### src/rtl/uart_rx_frame.sv
// uart_rx_frame: serial receive framer behind a baud-rate generator.
// Mid-bit start check, tick-driven data/parity/stop sampling, 1-cycle valid.
module uart_rx_frame #(
  parameter int DATA_BITS  = 8,
  parameter int PARITY_EN  = 0,
  parameter int PARITY_ODD = 0,
  parameter int STOP_BITS  = 1
) (
  input  logic                 clk,
  input  logic                 areset_n,
  input  logic                 rx,
  input  logic [31:0]          divisor,
  input  logic                 baud_tick,
  output logic                 baud_start,
  output logic [DATA_BITS-1:0] data,
  output logic                 data_valid,
  output logic                 frame_err,
  output logic                 parity_err,
  output logic                 busy
);

  typedef enum logic [2:0] {
    S_IDLE,
    S_START_CHK,
    S_DATA,
    S_PARITY,
    S_STOP,
    S_DONE
  } state_t;

  localparam logic PODD = (PARITY_ODD != 0);

  state_t               r_state;
  logic                 r_rx_m;
  logic                 r_rx_s;
  logic                 r_rx_d;
  logic [31:0]          r_half_cnt;
  logic [3:0]           r_bit_idx;
  logic [1:0]           r_stop_idx;
  logic [DATA_BITS-1:0] r_shift;
  logic                 r_fe_pend;
  logic                 r_pe_pend;
  logic                 r_baud_start;
  logic                 r_busy;
  logic                 r_valid;
  logic                 r_fe;
  logic                 r_pe;
  logic [DATA_BITS-1:0] r_data;

  logic w_fall;
  logic w_half_hit;
  logic w_tick;
  logic w_last_data;
  logic w_last_stop;
  logic w_par_calc;

  assign w_fall      = r_rx_d & ~r_rx_s;
  assign w_half_hit  = (r_half_cnt == (divisor >> 1));
  assign w_tick      = baud_tick & r_baud_start;
  assign w_last_data = (r_bit_idx == 4'(DATA_BITS - 1));
  assign w_last_stop = (r_stop_idx == 2'(STOP_BITS - 1));
  assign w_par_calc  = (^r_shift) ^ r_rx_s ^ PODD;

  assign baud_start = r_baud_start;
  assign data       = r_data;
  assign data_valid = r_valid;
  assign frame_err  = r_fe;
  assign parity_err = r_pe;
  assign busy       = r_busy;

  // two-flop synchroniser plus one delay flop for falling-edge detection
  always_ff @(posedge clk or negedge areset_n) begin
    if (!areset_n) begin
      r_rx_m <= 1'b1;
      r_rx_s <= 1'b1;
      r_rx_d <= 1'b1;
    end else begin
      r_rx_m <= rx;
      r_rx_s <= r_rx_m;
      r_rx_d <= r_rx_s;
    end
  end

  // frame sequencer with registered outputs
  always_ff @(posedge clk or negedge areset_n) begin
    if (!areset_n) begin
      r_state      <= S_IDLE;
      r_half_cnt   <= '0;
      r_bit_idx    <= '0;
      r_stop_idx   <= '0;
      r_shift      <= '0;
      r_fe_pend    <= 1'b0;
      r_pe_pend    <= 1'b0;
      r_baud_start <= 1'b0;
      r_busy       <= 1'b0;
      r_valid      <= 1'b0;
      r_fe         <= 1'b0;
      r_pe         <= 1'b0;
      r_data       <= '0;
    end else begin
      r_valid <= 1'b0;
      unique case (r_state)
        S_IDLE: begin
          if (w_fall) begin
            r_state    <= S_START_CHK;
            r_half_cnt <= '0;
            r_busy     <= 1'b1;
          end
        end
        S_START_CHK: begin
          r_half_cnt <= r_half_cnt + 32'd1;
          if (w_half_hit) begin
            if (!r_rx_s) begin
              r_state      <= S_DATA;
              r_baud_start <= 1'b1;
              r_bit_idx    <= '0;
              r_fe_pend    <= 1'b0;
              r_pe_pend    <= 1'b0;
            end else begin
              r_state <= S_IDLE;
              r_busy  <= 1'b0;
            end
          end
        end
        S_DATA: begin
          if (w_tick) begin
            r_shift   <= {r_rx_s, r_shift[DATA_BITS-1:1]};
            r_bit_idx <= r_bit_idx + 4'd1;
            if (w_last_data) begin
              r_state    <= (PARITY_EN != 0) ? S_PARITY : S_STOP;
              r_stop_idx <= '0;
            end
          end
        end
        S_PARITY: begin
          if (w_tick) begin
            r_pe_pend <= w_par_calc;
            r_state   <= S_STOP;
          end
        end
        S_STOP: begin
          if (w_tick) begin
            if (!r_rx_s) begin
              r_fe_pend <= 1'b1;
            end
            r_stop_idx <= r_stop_idx + 2'd1;
            if (w_last_stop) begin
              r_state      <= S_DONE;
              r_baud_start <= 1'b0;
            end
          end
        end
        S_DONE: begin
          r_valid <= 1'b1;
          r_data  <= r_shift;
          r_fe    <= r_fe_pend;
          r_pe    <= r_pe_pend;
          r_state <= S_IDLE;
          r_busy  <= 1'b0;
        end
        default: begin
          r_state      <= S_IDLE;
          r_busy       <= 1'b0;
          r_baud_start <= 1'b0;
        end
      endcase
    end
  end

endmodule

### config.mk
export PLATFORM = sky130hd
export DESIGN_NAME = uart_rx_frame
export DESIGN_NICKNAME = d
export VERILOG_FILES = /design/src/rtl/uart_rx_frame.sv
export SDC_FILE = /design/constraint.sdc
export NUM_CORES = 1
export LEC_CHECK = 0
export CORE_ASPECT_RATIO = 1.2
export CORE_MARGIN = 2
export CORE_UTILIZATION = 51
export CTS_BUF_LIST = sky130_fd_sc_hd__clkbuf_4
export DETAILED_ROUTE_END_ITERATION = 10
export PLACE_DENSITY = 0.8
export SETUP_SLACK_MARGIN = 0.15
export SLEW_MARGIN = 30
export SYNTH_ARGS = -nofsm -noshare
export SYNTH_HDL_FRONTEND = slang
export SYNTH_SLANG_ARGS = --single-unit
### constraint.sdc
create_clock -name clk -period 2 [get_ports clk]
set_clock_uncertainty 0.1 [all_clocks]
set_input_delay 0.3 -clock clk [delete_from_list [all_inputs] [get_ports clk]]
set_output_delay 0.3 -clock clk [all_outputs]
set_load 0.03 [all_outputs]
==> metrics.log <==
INFO  metric clk_pin_slew_worst_paths = 0.13 ns
INFO  metric ys.warnings.count = 0
INFO  metric number_of_antenna_violations_at_the_first_check_in_global_routing = 0
INFO  metric hold_slack = 0.206 ns
INFO  metric nFillCells = 472
INFO  metric setup_repair_after_global_routing_missed_its_margin = yes
INFO  metric postSynth.topFlopCell = dfrtp_1
INFO  metric numPortBuffers = 47
INFO  metric area.growth.synth_to_final = 36.6%
INFO  metric period_minus_slack = 1.98 ns
INFO  metric wire_length_of_the_first_global_routing_pass = 13,300 um
INFO  metric timing.final.crit_share = 98.8%
INFO  metric root_buffer = clkbuf_4
INFO  metric setup_viol_count_final = 0
INFO  metric p_per_cell_area = 479 nW/um2
INFO  metric slowest_delay = 0.42 ns
INFO  metric post-route-drc-count = 0
INFO  metric cts_tree = yes
INFO  metric synth_largest_type_area_fraction = 45.9%
INFO  metric required = 2.20 ns
INFO  metric grt_pass1_vias = 2,891
INFO  metric synthMostInstantiatedCell = nand2_1
INFO  metric placed_area = 4240 um2
INFO  metric dr_total_vias = 2,995
INFO  metric synth-edff-count = 0
INFO  metric final-instance-count-excl-fill = 536
INFO  metric slew-limit-headroom = 60.8%
INFO  metric drt_wl_total = 8830 um
INFO  metric cts_max_path_buffers = 2
INFO  metric cts_htree_levels = 3
INFO  metric num_io_pins = 49
INFO  metric initial_cell_density_of_the_core = 51.8%
INFO  metric max_slew.worst_pin.slew = 0.588 ns
INFO  metric drt_first_pass_iters = 4
INFO  metric cap_violations = 0
INFO  metric drt-wirelength-per-cell = 16.5 um
INFO  metric multiInputGateArea = 1990 um2
INFO  metric critical_path_arrival = 2.18 ns
INFO  metric wire_length_on_met2 = 4650 um
INFO  metric worst_hold_path_type = input pin to flip-flop
INFO  metric initialDrtViolationCount = 128
INFO  metric met3RoutedLength = 396 um
INFO  metric cpLargestDelayFamily = simple AND/OR/NAND/NOR gates
INFO  metric total_power = 2.28 mW
INFO  metric total_leakage_power = 2.40 nW
INFO  metric global_route.overflow_total = 0
INFO  metric post_synth_top_area_cell = dfrtp_1
INFO  metric hpwl = 5790 um
INFO  metric regArea = 1690 um2
INFO  metric synthesis.area_per_instance = 9.85 um2
INFO  metric worstSkewPairLatency = 0.42 ns
INFO  metric synth_simple_gate_area_share = 21.4%
INFO  metric dp_cells = 505
INFO  metric crit_slowest_cell = or3b_4
INFO  metric number_of_buffers_created_by_cts = 9
INFO  metric timing.critical_path.to_type = flip-flop
INFO  metric path_max_fanout = 6
INFO  metric timing.critical_path.buf_inv = 0
INFO  metric netlist-cell-type-count = 43
INFO  metric total_number_of_clock_tree_sinks = 67
INFO  metric pin_count_of_the_biggest_net_entering_global_routing = 36
INFO  metric synth_xor_xnor_area_share = 9.79%
INFO  metric synthArstFlopShare = 100%
INFO  metric synthAdderAreaFrac = 1.08%
INFO  metric yosys_register_bits = 67
INFO  metric insertedDiodeCount = 0
INFO  metric syn_area = 3490 um2
INFO  metric die_area = 7520 um2
INFO  metric synth.yosys.seq_area_share = 48.2%
INFO  metric final_nets = 483
INFO  metric detail-route-antenna-nets = 0
INFO  metric worst_ir_drop_vdd = 0.468 mV
INFO  metric drive_gt1_share = 28.1%
INFO  metric synthesis.nets = 393
INFO  metric netlist_top_cells_area = dfrtp_1 (46%), xor2_1 (8.0%), nand2_1 (7.0%)
INFO  metric area_fraction_in_compound_gates_after_synthesis = 10.0%
INFO  metric final_util = 70.8%
INFO  metric die_y = 94.6 um
INFO  metric final_hold_vios = 0
INFO  metric final_design_area_no_fill = 4760 um2
INFO  metric fmaxAchievable = 506 MHz
INFO  metric finalMaxSlewViolations = 0
INFO  metric grt_util_all_layers = 22.9%
INFO  metric synth_common_cells = nand2_1 (65), dfrtp_1 (64), xor2_1 (32)
INFO  metric post_drt_via_cell_ratio = 5.59
INFO  metric wl_met1 = 3630 um
INFO  metric worstSetupStartpointType = flip-flop
INFO  metric routed.top_layer = met4
INFO  metric postSynthCellCount = 354
INFO  metric die_width = 79.5 um
INFO  metric largest_family_of_logic_cells_by_synthesized_area = simple AND/OR/NAND/NOR gates
INFO  metric path_cells = or3b_4 -> nor4_4 -> nand4_4 -> o311ai_2 -> o41ai_1
INFO  metric synthMuxAreaShare = 6.92%
INFO  metric outcome = finished clean
INFO  metric routabilityCongestion = 0.882
INFO  metric floorplan.rows = 33
INFO  metric crit_type = flip-flop to flip-flop
INFO  metric core_area = 6730 um2
-- stage by stage --
step / setup TNS (ns) / setup WS (ns)
finish: 0 / 0.0238
global route: -0.608 / -0.104
CTS: 0 / 0.0557
detailed placement: -0.861 / -0.125
global placement: -0.501 / -0.0785
floorplan: 0 / 0.149
-- metal layers --
| layer | up-vias | track usage, % |
|---|---|---|
| li1 | 1427 | - |
| met1 | 1481 | 27.0 |
| met2 | 76 | 40.8 |
| met3 | 11 | 5.64 |
| met4 | 0 | 7.47 |
| met5 | - | 0 |
-- registers in the layout (all words and copies together), names as in the netlist --
signal / flops
baud_start: 1
busy: 1
data: 8
data_valid: 1
frame_err: 1
parity_err: 1
r_bit_idx: 4
r_fe_pend: 1
r_half_cnt: 32
r_pe_pend: 1
r_rx_d: 1
r_rx_m: 1
r_rx_s: 1
r_shift: 8
r_state: 3
r_stop_idx: 2
-- layout make-up --
class / instances / share of cell area [%]
well taps: 87 / 2.28
clock buffers: 10 / 1.58
repair buffers: 91 / 17.3
inverters: 10 / 0.788
clock inverters: 6 / 0.893
multi-input cells: 265 / 41.7
flip-flops and latches: 67 / 35.5
-- where the power goes --
group          switching [mW]  internal [mW]
sequential            0.00391           1.36
combinational          0.0606         0.0804
clock                   0.508          0.269
-- cell families after synthesis --
logic type,count (synthesis)
adders and majority gates,3
AOI/OAI and AO/OA,53
xor gates and xnor gates,39
DFF,67
muxes,23
and+or+nand+nor,147
buffers and inverters,22
-- cell usage in the layout (no fill, tap or decap), drive strengths merged, types with 4 or more instances in the layout --
master	count
nor3	6
o31ai	9
xnor2	7
nor2	19
mux2	9
buf	44
and2	4
nand2	65
dfrtp	64
o21ai	19
nor4	10
dlygate4sd2	12
o211ai	8
clkbuf	10
xor2	32
clkdlybuf4s50	33
inv	10
nand3	19
nand4	13
mux2i	14
clkinv	4
-- worst register-to-register path: stages (launching register included) --
cell and delay, ns:
dfrtp_1 0.40, or3b_4 0.42, nor4_4 0.37, nand4_4 0.20
o311ai_2 0.25, o41ai_1 0.12
-- path summary, 6_finish.rpt --
check,start,endpoint,slack (ns),depth (start not counted)
worst max-delay path,r_state[2],r_half_cnt[17],0.02,5
worst min-delay path,rx,r_rx_m,0.21,1
worst max register to register,r_state[2],r_half_cnt[17],0.02,5
worst min register to register,r_rx_m,r_rx_s,0.26,0
max in group asynchronous,areset_n,r_half_cnt[24],0.88,3
min in group asynchronous,areset_n,r_half_cnt[5],0.30,2
-- what timing repair did --
item | 4_1_cts | 5_1_grt
pin swaps | 11 | 19
gates resized for setup | 32 | 52
hold buffers | 1 | 0
buffers inserted | 6 | 8
endpoints found under the hold margin | 19 | 0
endpoints found under the setup margin | 28 | 48
(Power assumes the default switching activity.)
